**src/rtl/chaos_pkg.sv**
```systemverilog
// Shared constants and key-triple type for the chaotic key pipeline
// (extractor, key FIFO and XOR diffuser).
package chaos_pkg;
  localparam int KEY_W = 23;
  localparam int PIX_W = 8;
  localparam logic [1:0] SEL_LAST = 2'd2;

  typedef logic [0:2][KEY_W-1:0] key_triple_t;
endpackage

```
**src/rtl/key_fifo.sv**
```systemverilog
// Power-of-two deep FIFO of key triples. Holds occupancy count and full/empty flags.
module key_fifo
  import chaos_pkg::*;
#(
  parameter int  DEPTH = 4,
  parameter type T     = key_triple_t,
  localparam int CW    = $clog2(DEPTH + 1),
  localparam int PW    = $clog2(DEPTH)
) (
  input  logic          clk,
  input  logic          rst,
  input  logic          push,
  input  logic          pop,
  input  T              din,
  output T              head,
  output logic [CW-1:0] count,
  output logic          full,
  output logic          empty
);
  T mem [DEPTH];
  logic [PW-1:0] wr_ptr;
  logic [PW-1:0] rd_ptr;

  always_ff @(posedge clk) begin
    if (push) mem[wr_ptr] <= din;
  end

  // Pointers wrap naturally because DEPTH is a power of two.
  always_ff @(posedge clk or posedge rst) begin
    if (rst) begin
      wr_ptr <= '0;
      rd_ptr <= '0;
      count  <= '0;
    end else begin
      if (push) wr_ptr <= wr_ptr + 1'b1;
      if (pop)  rd_ptr <= rd_ptr + 1'b1;
      case ({push, pop})
        2'b10:   count <= count + 1'b1;
        2'b01:   count <= count - 1'b1;
        default: ;
      endcase
    end
  end

  assign head  = mem[rd_ptr];
  assign full  = (count == CW'(DEPTH));
  assign empty = (count == '0);
endmodule

```
**src/rtl/key_diffuser.sv**
```systemverilog
// XOR diffusion of an 8-bit pixel stream with key bytes taken from buffered
// chaotic key triples. Define DIFFUSION_CHAIN_EN to enable ciphertext chaining.
module key_diffuser
  import chaos_pkg::*;
#(
  parameter int               KEY_FIFO_DEPTH = 4,
  parameter logic [PIX_W-1:0] IV             = 8'hA5,
  localparam int              CW             = $clog2(KEY_FIFO_DEPTH + 1)
) (
  input  logic             clk,
  input  logic             rst,
  input  logic             key_valid,
  output logic             key_ready,
  input  logic [KEY_W-1:0] key_val [0:2],
  input  logic             decrypt,
  input  logic             pix_valid,
  output logic             pix_ready,
  input  logic [PIX_W-1:0] pix_data,
  input  logic             pix_last,
  output logic             out_valid,
  input  logic             out_ready,
  output logic [PIX_W-1:0] out_data,
  output logic             out_last,
  output logic [CW-1:0]    key_count
);
  key_triple_t      key_in;
  key_triple_t      key_head;
  logic             fifo_full;
  logic             fifo_empty;
  logic             key_push;
  logic             key_pop;
  logic             accept;
  logic [1:0]       sel;
  logic [PIX_W-1:0] k;
  logic [PIX_W-1:0] res;

  always_comb begin
    key_in = '0;
    for (int i = 0; i < 3; i++) key_in[i] = key_val[i];
  end

  assign key_ready = !fifo_full;
  assign key_push  = key_valid && key_ready;
  assign pix_ready = !fifo_empty && (!out_valid || out_ready);
  assign accept    = pix_valid && pix_ready;
  // A frame end discards whatever is left of the current triple.
  assign key_pop   = accept && (sel == SEL_LAST || pix_last);

  key_fifo #(
    .DEPTH (KEY_FIFO_DEPTH),
    .T     (key_triple_t)
  ) u_key_fifo (
    .clk   (clk),
    .rst   (rst),
    .push  (key_push),
    .pop   (key_pop),
    .din   (key_in),
    .head  (key_head),
    .count (key_count),
    .full  (fifo_full),
    .empty (fifo_empty)
  );

  always_comb begin
    case (sel)
      2'd1:    k = key_head[1][PIX_W-1:0];
      2'd2:    k = key_head[2][PIX_W-1:0];
      default: k = key_head[0][PIX_W-1:0];
    endcase
  end

  logic unused_key_hi;
  assign unused_key_hi = ^{key_head[0][KEY_W-1:PIX_W], key_head[1][KEY_W-1:PIX_W],
                           key_head[2][KEY_W-1:PIX_W]};

`ifdef DIFFUSION_CHAIN_EN
  logic [PIX_W-1:0] prev;

  assign res = pix_data ^ k ^ prev;

  // Encrypt chains on the produced ciphertext, decrypt on the received one.
  always_ff @(posedge clk or posedge rst) begin
    if (rst)         prev <= IV;
    else if (accept) prev <= pix_last ? IV : (decrypt ? pix_data : res);
  end
`else
  logic unused_cfg;
  assign unused_cfg = ^{decrypt, IV};
  assign res = pix_data ^ k;
`endif

  always_ff @(posedge clk or posedge rst) begin
    if (rst)         sel <= 2'd0;
    else if (accept) sel <= (pix_last || sel == SEL_LAST) ? 2'd0 : sel + 2'd1;
  end

  always_ff @(posedge clk or posedge rst) begin
    if (rst) begin
      out_valid <= 1'b0;
      out_data  <= '0;
      out_last  <= 1'b0;
    end else if (accept) begin
      out_valid <= 1'b1;
      out_data  <= res;
      out_last  <= pix_last;
    end else if (out_ready) begin
      out_valid <= 1'b0;
    end
  end
endmodule

```
**config.mk**
```make
export PLATFORM = sky130hd
export DESIGN_NAME = key_diffuser
export DESIGN_NICKNAME = d
export VERILOG_FILES = /design/src/rtl/chaos_pkg.sv /design/src/rtl/key_fifo.sv /design/src/rtl/key_diffuser.sv
export SDC_FILE = /design/constraint.sdc
export NUM_CORES = 1
export LEC_CHECK = 0
export CELL_PAD_IN_SITES_DETAIL_PLACEMENT = 1
export CELL_PAD_IN_SITES_GLOBAL_PLACEMENT = 2
export CORE_ASPECT_RATIO = 1.25
export CORE_MARGIN = 1.5
export CORE_UTILIZATION = 39
export CTS_CLUSTER_DIAMETER = 30
export DETAILED_ROUTE_END_ITERATION = 10
export PLACE_DENSITY = 0.84
export SETUP_SLACK_MARGIN = 0.2
export SLEW_MARGIN = 5
export SYNTH_ARGS = -nofsm -noshare
export SYNTH_HDL_FRONTEND = slang
export SYNTH_SLANG_ARGS = --single-unit
```
**constraint.sdc**
```tcl
create_clock -name clk -period 3.6 [get_ports clk]
set_input_delay 0.72 -clock clk [delete_from_list [all_inputs] [get_ports clk]]
set_output_delay 0.72 -clock clk [all_outputs]
set_load 0.02 [all_outputs]
```
# Yosys cells after proc, flatten, opt, wreduce, memory -nomap -nowiden
# Memory sizes are Yosys's and may differ from the RTL's.
# Index checks and enable logic that the tools add are counted.
dict set report word_totals {
  regBits 19
  mem_bits_rw 276
  input_bits 84
  out_inout_bits 15
  mem_count 1
}
# memory words word_bits read_ports rd_ports_with_merged_regs write_ports line
set memory_table {}
lappend memory_table {u_key_fifo.mem 4 69 1 0 1 key_fifo.sv:20} ;# T mem [DEPTH];
dict set report op_classes {
  addsub 5
  eq_ne 5
  n_mux 7
  n_bitwise 1
  reduce_logical 12
}
# op n
set op_table {}
lappend op_table {{$pmux W8 S2} 1}
lappend op_table {{$xor A8 B8 Y8} 1}
lappend op_table {{$add A2 B1 Y2 const B} 3}
lappend op_table {{$pmux W3 S2} 1}
lappend op_table {{$eq A2 B1 Y1 const B} 2}
lappend op_table {{$eq A2 B2 Y1 const B} 2}
lappend op_table {{$logic_and A1 B1 Y1} 4}
lappend op_table {{$mux W1} 4}
lappend op_table {{$reduce_bool A2 Y1} 2}
lappend op_table {{$add A3 B1 Y3 const B} 1}
lappend op_table {{$eq A3 B3 Y1 const B} 1}
lappend op_table {{$logic_not A1 Y1} 3}
lappend op_table {{$logic_not A3 Y1} 1}
lappend op_table {{$sub A3 B1 Y3 const B} 1}
lappend op_table {{$logic_or A1 B1 Y1} 2}
lappend op_table {{$mux W2} 1}

# Depth between registers and ports, before layout
# Gate-level depths: netlist (run 1).
dict set report logic_depth {
  ltp_word 7
  ltp_mapped 11
  depth_no_buf 10
}

# By module
# Synthesis (run 1) repeated with hierarchy kept, for this count alone.
dict set report unflattened {
  hier_cells 474
  hier_area_um2 11232.0
}
# mod instances cells_per_inst area_per_inst_um2 seq_area_each_um2
set by_module_without_submodules {}
lappend by_module_without_submodules {key_fifo 1 398 10435.0 8463.1}
lappend by_module_without_submodules {key_diffuser 1 76 797.0 300.3}

# Worst setup path before layout (run 1)
# No wires, ideal clock.
dict set report synth_path {
  path_kind {in2reg}
  start {input port out_ready}
  end {register u_key_fifo.count[2]}
  setup_time_ns 0.080
  arrival_ns 2.416
  slack_ns 1.105
  stages 10
  path_buffers 0
  cell_sequence {nand2b_1 o31a_1 nand2_1 nor2_1 ha_1 inv_1 fa_1 xor2_1 nor2_1 xor2_1}
}
dict set report synth_between {
  elab_chain_cells 6
}
# element line
set synth_rtl {}
lappend synth_rtl {{from (decl)} key_diffuser.sv:21} ;# input logic out_ready,
lappend synth_rtl {{$logic_or A1 B1 Y1 (*)} key_diffuser.sv:44} ;# assign pix_ready = !fifo_empty && (!out_valid || out_ready);
lappend synth_rtl {{$logic_and A1 B1 Y1 (*)} key_diffuser.sv:44}
lappend synth_rtl {{named net pix_ready} key_diffuser.sv:17} ;# output logic pix_ready,
lappend synth_rtl {{$logic_and A1 B1 Y1 (*)} key_diffuser.sv:45} ;# assign accept = pix_valid && pix_ready;
lappend synth_rtl {{$logic_and A1 B1 Y1 (*)} key_diffuser.sv:47} ;# assign key_pop = accept && (sel == SEL_LAST || pix_last);
lappend synth_rtl {{named net key_pop} key_diffuser.sv:31} ;# logic key_pop;
lappend synth_rtl {{$eq A2 B1 Y1 / $eq A2 B2 Y1 (equally long branches)} key_fifo.sv:37} ;# case ({push, pop})
lappend synth_rtl {{$pmux W3 S2 / $reduce_bool A2 Y1 (equally long branches)} n/a}
lappend synth_rtl {{to (signal assigned)} key_fifo.sv:38} ;# 2'b10: count <= count + 1'b1;
lappend synth_rtl {{to (signal assigned)} key_fifo.sv:39} ;# 2'b01: count <= count - 1'b1;
lappend synth_rtl {{to (decl)} key_fifo.sv:16} ;# output logic [CW-1:0] count,
# The timed path passes the listed nets; every way through them passes the cells marked *.
# A chain may end at the register's enable or synchronous reset.

# Worst setup path after layout (run 1)
dict set report layout_path {
  start {input port out_ready}
  end {output port pix_ready}
}
dict set report layout_between {
  elab_chain_cells 2
}
# element line
set layout_rtl {}
lappend layout_rtl {{$logic_or A1 B1 Y1} key_diffuser.sv:44}
lappend layout_rtl {{$logic_and A1 B1 Y1} key_diffuser.sv:44}
lappend layout_rtl {{to (decl)} key_diffuser.sv:17}
# No other way between the ends.

==> results of run 1 <==
[worst register-to-register path: stages, from the launching register on]
cell	delay, ns
dfrtp_1	0.42
inv_1	0.09
ha_1	0.45
nor2_1	0.14
nor2_1	0.24
ha_1	0.23
inv_1	0.06
fa_1	0.37
xor2_1	0.15
nor2_1	0.12
xor2_1	0.15
[metrics by stage]
step / std cells / utilization
5_1_grt: 519 / 0.512
6_report: 519 / 0.512
4_1_cts: 519 / 0.512
3_5_place_dp: 487 / 0.463
2_1_floorplan: 278 / -
3_3_place_gp: 487 / 0.463
[worst min path at each step]
stage / to / cells after the start / slack [ns]
after floorplan: sel[1] / 2 / 0.47
after global placement: out_data[1] / 2 / 0.46
after detailed placement: out_data[1] / 2 / 0.47
after CTS: out_data[1] / 2 / 0.48
after global routing: out_data[5] / 2 / 0.51
final: out_data[1] / 2 / 0.47
[area by class of cell]
type / count / share of cell area
tap: 161 / 0.0336
multi-input combinational: 134 / 0.204
inverter: 17 / 0.0106
clock buffer: 19 / 0.0722
timing repair buffer: 60 / 0.0968
clock inverter: 13 / 0.0236
sequential: 115 / 0.560
[registers in the layout, indices dropped and copies added (netlist names)]
register,count
u_key_fifo.count,3
out_last,1
u_key_fifo.rd_ptr,2
u_key_fifo.wr_ptr,2
sel,2
out_data,8
u_key_fifo.mem,96
out_valid,1
[power groups by stage]
stage	Combinational, uW	Sequential (uW)	Clock [uW]
floorplan	1030	1990	0
global placement	1500	1990	0
detailed placement	1550	2010	0
CTS	1580	1990	1650
global route	1680	2020	1710
finish	1540	1980	1620
[metal layers]
| layer | wire length (um) | track usage | vias up |
|---|---|---|---|
| li1 | - | - | 1207 |
| met1 | 4030 | 0.194 | 1358 |
| met2 | 5480 | 0.301 | 64 |
| met3 | 316 | 0.0455 | 10 |
| met4 | 214 | 0.0743 | 0 |
| met5 | 0 | 0 | - |
[layout by cell type, fill, tap and decap left out, drive strengths merged]
cell / n
edfxtp: 96
clkdlybuf4s50: 52
nand2: 29
dfrtp: 19
clkbuf: 19
inv: 17
mux2i: 17
mux4: 16
o22a: 8
a21oi: 8
nor3: 8
o21a: 8
o31ai: 8
buf: 8
clkinv: 8
ha: 7
xor2: 4
and3: 4
nor2: 3
bufinv: 3
xnor2: 2
clkinvlp: 2
nand2b: 2
nand3: 1
and2: 1
o31a: 1
nor4: 1
a21o: 1
o21ai: 1
nor3b: 1
mux2: 1
o41ai: 1
fa: 1
[cells by family (layout without fill, tap and decap cells)]
logic type | Yosys count | in the layout | share of synthesized area
adder cells (fa/ha/maj) | 8 | 8 | 0.0227
AO/OA/AOI/OAI | 36 | 36 | 0.0550
multiplexers | 34 | 34 | 0.122
buffers and inverters | 29 | 109 | 0.0320
flip-flops | 115 | 115 | 0.710
AND/OR/NAND/NOR | 50 | 50 | 0.0476
XOR/XNOR | 6 | 6 | 0.0111
==> reports/results.tsv, run 1 <==
stage	metric	value	unit
power_and_ir_drop	post-layout power	5140	uW
power_and_ir_drop	Seq pwr share	0.385	
clock_tree	CTS tree	yes	
clock_tree	Max Root-Sink Buffers	2	
synthesis	top cell type's share of synthesized area	0.609	
synthesis	EDFF count, synth	96	
timing	unrepaired setup endpoints after global routing	no	
timing	Period minus WS final	2.80	ns
global_route	initial antenna violation count	0	
setup_path	Critical Path Source Type	primary input	
global_route	global route overflow	0	
setup_path	crit path from	out_ready	
synthesis	synth top area cells	edfxtp_1, dfrtp_1, mux4_1	
synthesis	Synth warnings	0	
placement	Placer Congestion	0.732	
synthesis	top-count cell post-synth	edfxtp_1	
final_layout	layout net count	437	
setup_path	WP data required	2.88	ns
setup_path	Setup CP Type	in2out	
timing	final setup vio count	0	
placement	PortBufs	52	
timing	final hold slack	0.473	ns
timing	Worst Skew	0.00580	ns
power_and_ir_drop	Comb power frac	0.300	
flow_run	max-cap check violation count	0	
setup_path	RR Startpoint	sel[0]	
clock_tree	CTS resizes	0	
final_layout	n_diodes	0	
synthesis	post-synth top area cell	edfxtp_1	
clock_tree	cts bufs inserted	17	
power_and_ir_drop	Clock power frac	0.315	
routing	DRC viols	0	
floorplanning	initial core utilization	0.403	
timing	Slew @ Worst Pin	1.15	ns
timing	Fin. Hold Viols	0	
setup_path	most used cell, CP	clkdlybuf4s50_1	
setup_path	Setup crit end kind	primary output	
clock_tree	Worst-path clk slew	0.05	ns
setup_path	terminus of the critical flop-to-flop path	u_key_fifo.count[2]	
setup_path	worst reg2reg setup slack	1.11	ns
power_and_ir_drop	worst vdd ir	497	uV
final_layout	number of fill cells	1141	
setup_path	Critical Path AT	2.08	ns
synthesis	most common library cells after synthesis	edfxtp_1, nand2_1, dfrtp_1, inv_1, mux2i_1	
setup_path	Levels on crit path	4	
synthesis	post-synthesis async set-or-reset flop share	0.165	
floorplanning	die height	126	um
clock_tree	CTS sink count	115	
routing	Post-DRT Antenna Nets	0	
clock_tree	setup bufs post-CTS	0	
synthesis	Synth cell types	36	
power_and_ir_drop	switching part of the total	0.307	
final_layout	Area growth syn-to-layout	26.8	%
global_route	largest net degree at the start of global routing	25	
routing	routed wire length	10000	um
routing	vias per cell	5.08	
setup_path	CP bufs+invs	2	
min_path	hold_sp	out_data[1]	
routing	Pre-antenna DRT Iters	4	
synthesis	syn avg cell area	17.0	um^2
synthesis	Synth Cell Area	4730	um^2
setup_path	crit path cell chain	clkdlybuf4s50_1, nand2b_1, o31a_1, clkdlybuf4s50_1	
floorplanning	row count	44	
power_and_ir_drop	Lkg Pwr	0.00223	uW
routing	via count	2639	
placement	pre-CTS setup slack	0.628	ns
power_and_ir_drop	PwrDens	857	nW/um^2
setup_path	Crit-path slowest cell	clkdlybuf4s50_1	
final_layout	area of the multi-input gates	1220	um^2
timing	total negative slack	0	ns
timing	f_max	0.357	GHz
clock_tree	clock latency at the later pin of the worst-skew pair	0.40	ns
clock_tree	H-Tree Level Count	4	
synthesis	syn_nets	370	
min_path	min-delay worst type	reg2reg	
floorplanning	Core ar.	11700	um^2
routing	drt initial violations	204	
placement	placed inst area	5430	um^2
power_and_ir_drop	internal power	3560	uW
synthesis	Seq cells post-synth	115	
timing	setup ws final	0.800	ns
floorplanning	IO Pins	99	
clock_tree	Root Driver	clkbuf_16	
setup_path	largest delay contributor family on the critical path	buffers and inverters	
setup_path	crit path to	pix_ready	
global_route	vias in the first global route	2879	
global_route	GR Util All Layers	0.172	
run_status	status	complete, no violations	
timing	Slew Limit Fails	0	
floorplanning	area of the die	12800	um^2
setup_path	Critical Path Fanout Max	2	
clock_tree	hold buffer count at CTS	0	
global_route	first-pass GRT wire length	15600	um
routing	routed len/inst	19.3	um
power_and_ir_drop	switching power	1580	uW
synthesis	most used flip-flop cell after synthesis	edfxtp_1	
final_layout	final instance area	6000	um^2
synthesis	post-synthesis sequential area ratio	0.710	
timing	crit share post-route	0.778	
placement	DP HPWL	6300	um
final_layout	Sequential Area	3360	um^2
timing	Slew HR	0.235	
setup_path	CP peak stage delay	0.61	ns
setup_path	reg2reg path depth	10	
floorplanning	Die X	102	um
final_layout	layout cells sized above 1	0.123	
synthesis	cell count after synthesis	278	
Power figures use the tool's default switching activity.
==> inputs of run 2 (changes only) <==
--- a/config.mk
+++ b/config.mk
@@ -9,10 +9,10 @@
 export CELL_PAD_IN_SITES_GLOBAL_PLACEMENT = 2
 export CORE_ASPECT_RATIO = 1.25
 export CORE_MARGIN = 1.5
-export CORE_UTILIZATION = 39
+export CORE_UTILIZATION = 36
 export CTS_CLUSTER_DIAMETER = 30
 export DETAILED_ROUTE_END_ITERATION = 10
-export PLACE_DENSITY = 0.84
+export PLACE_DENSITY = 0.78
 export SETUP_SLACK_MARGIN = 0.2
 export SLEW_MARGIN = 5
 export SYNTH_ARGS = -nofsm -noshare
==> constraint.sdc (replaced) <==
create_clock -name clk -period 2.7 [get_ports clk]
set_input_delay 0.54 -clock clk [delete_from_list [all_inputs] [get_ports clk]]
set_output_delay 0.54 -clock clk [all_outputs]
set_load 0.02 [all_outputs]
==> run 2 against run 1 <==
Net effect: routed wire length up 3.2%; clock-buffer cell count decreased by 2; critical path depth is the same; setup slack worse by 0.51 ns; first-iteration DRC count decreased by 25%; critical endpoint unchanged.
==> reports/results.tsv, run 2 (synthesis results as in run 1) <==
stage	metric	value	unit
run_status	status	complete, no violations	
global_route	GR Util met1	0.183	
floorplanning	area of the die	13800	um^2
timing	unrepaired setup endpoints after global routing	no	
timing	setup ws final	0.292	ns
setup_path	CP bufs+invs	2	
timing	Worst Skew	0.00617	ns
clock_tree	H-Tree Level Count	4	
routing	drt initial violations	152	
power_and_ir_drop	Comb power frac	0.302	
timing	Slew HR	0.484	
final_layout	Top reg by flops	u_key_fifo.mem	
routing	Post-DRT Antenna Nets	0	
power_and_ir_drop	worst vdd ir	524	uV
timing	final setup vio count	0	
timing	total negative slack	0	ns
routing	vias per cell	5.00	
final_layout	most frequent cells in the layout	edfxtp_1, clkdlybuf4s50_1, nand2_1	
final_layout	largest registers	u_key_fifo.mem: 96 flops, out_data: 8 flops, u_key_fifo.count: 3 flops	
final_layout	layout cells sized above 1	0.144	
setup_path	CP peak stage delay	0.60	ns
placement	PortBufs	52	
routing	DRC viols	0	
final_layout	n_diodes	0	
final_layout	layout net count	441	
power_and_ir_drop	PwrDens	1160	nW/um^2
global_route	GRT met2 Usage	0.284	
floorplanning	row count	46	
setup_path	crit path cell chain	clkdlybuf4s50_1, nand2b_1, o31a_1, clkdlybuf4s50_1	
placement	Placer Congestion	0.723	
final_layout	number of fill cells	1256	
global_route	initial antenna violation count	0	
setup_path	Critical Path AT	1.87	ns
min_path	min-delay worst type	reg2reg	
global_route	global route overflow	0	
clock_tree	Worst-path clk slew	0.06	ns
setup_path	Critical Path Fanout Max	2	
clock_tree	Root Driver	clkbuf_16	
global_route	GR Util All Layers	0.162	
flow_run	max-cap check violation count	0	
final_layout	most common cell after layout, fill and taps aside	edfxtp_1	
power_and_ir_drop	Seq pwr share	0.369	
clock_tree	clock latency at the later pin of the worst-skew pair	0.41	ns
routing	via count	2647	
global_route	Top Usage Layer GRT	met2	
clock_tree	CTS tree	yes	
final_layout	Sequential Area	3360	um^2
timing	crit share post-route	0.892	
floorplanning	initial core utilization	0.370	
power_and_ir_drop	switching power	2170	uW
timing	final hold slack	0.479	ns
global_route	first-pass GRT wire length	16200	um
global_route	largest net degree at the start of global routing	25	
setup_path	Setup CP Type	in2out	
setup_path	WP data required	2.16	ns
timing	Period minus WS final	2.41	ns
global_route	vias in the first global route	2895	
timing	f_max	0.415	GHz
floorplanning	die height	131	um
routing	routed wire length	10400	um
placement	pre-CTS setup slack	0.0205	ns
final_layout	max reg flops	96	
setup_path	Setup crit end kind	primary output	
clock_tree	setup bufs post-CTS	0	
setup_path	Critical Path Source Type	primary input	
timing	Fin. Hold Viols	0	
routing	routed len/inst	19.6	um
final_layout	Area growth syn-to-layout	28.5	%
power_and_ir_drop	post-layout power	7040	uW
clock_tree	cts bufs inserted	17	
clock_tree	Max Root-Sink Buffers	2	
power_and_ir_drop	internal power	4870	uW
routing	Pre-antenna DRT Iters	4	
clock_tree	CTS sink count	115	
power_and_ir_drop	Clock power frac	0.328	
setup_path	most used cell, CP	clkdlybuf4s50_1	
setup_path	Crit-path slowest cell	clkdlybuf4s50_1	
floorplanning	Die X	106	um
floorplanning	Core ar.	12800	um^2
power_and_ir_drop	switching part of the total	0.308	
timing	Slew Limit Fails	0	
timing	Slew @ Worst Pin	0.773	ns
setup_path	largest delay contributor family on the critical path	buffers and inverters	
final_layout	area of the multi-input gates	1220	um^2
global_route	GR Layer Usage met3	0.0471	
placement	DP HPWL	6390	um
floorplanning	IO Pins	99	
power_and_ir_drop	Lkg Pwr	0.00226	uW
[run 2: changes by cell type in the layout (fill, tap and decap cells not counted), sizes merged]
cell / previous run / this run
buf: 8 / 12
clkbuf: 19 / 17
bufinv: 3 / 4
[run 2: power by group through the flow]
| stage | clock [uW] | combinational, uW | sequential [uW] |
|---|---|---|---|
| final | 2310 | 2130 | 2600 |
| after global routing | 2420 | 2340 | 2650 |
| after CTS | 2350 | 2180 | 2600 |
| after detailed placement | 0 | 2160 | 2620 |
| after global placement | 0 | 2100 | 2590 |
| after floorplan | 0 | 1380 | 2650 |
[run 2: worst min-delay path, stage by stage, from the launching register on]
cell and delay (ns):
dfrtp_1 0.34, nand2_1 0.05, o31ai_1 0.05
[run 2: timing repair]
action                                  in CTS  in global routing
resized for setup                            0                  1
hold buffers                                 0                  0
endpoints found under the setup margin       0                  1
[run 2: per-layer routing]
metal  vias up  wire length, um
met4         0              219
met2        64             5600
met1      1349             4200
met5         -                0
li1       1214                -
met3        20              337
[run 2: per-stage QoR]
stage	std cells	instance area, um^2	utilization
2_1_floorplan	278	4730	-
3_3_place_gp	498	5460	0.428
3_5_place_dp	498	5460	0.428
4_1_cts	529	6080	0.476
5_1_grt	529	6080	0.476
6_report	529	6080	0.476
[run 2: final cells by class]
cell class / instances / share of cell area
Multi-Input combinational cell: 134 / 0.201
Tap cell: 168 / 0.0346
Inverter: 17 / 0.0105
Timing Repair Buffer: 64 / 0.100
Clock buffer: 17 / 0.0700
Sequential cell: 115 / 0.553
Clock inverter: 14 / 0.0311
[run 2: final timing paths]
| check | startpoint | endpoint | slack [ns] | cells past startpoint |
|---|---|---|---|---|
| max | out_ready | pix_ready | 0.29 | 4 |
| min | out_data[3] | out_data[3] | 0.48 | 2 |
| max reg2reg | u_key_fifo.count[0] | u_key_fifo.count[2] | 0.53 | 10 |
| min reg2reg | out_data[3] | out_data[3] | 0.48 | 2 |
| max in group asynchronous | rst | u_key_fifo.rd_ptr[0] | 1.59 | 2 |
| min in group asynchronous | rst | out_data[7] | 0.57 | 2 |
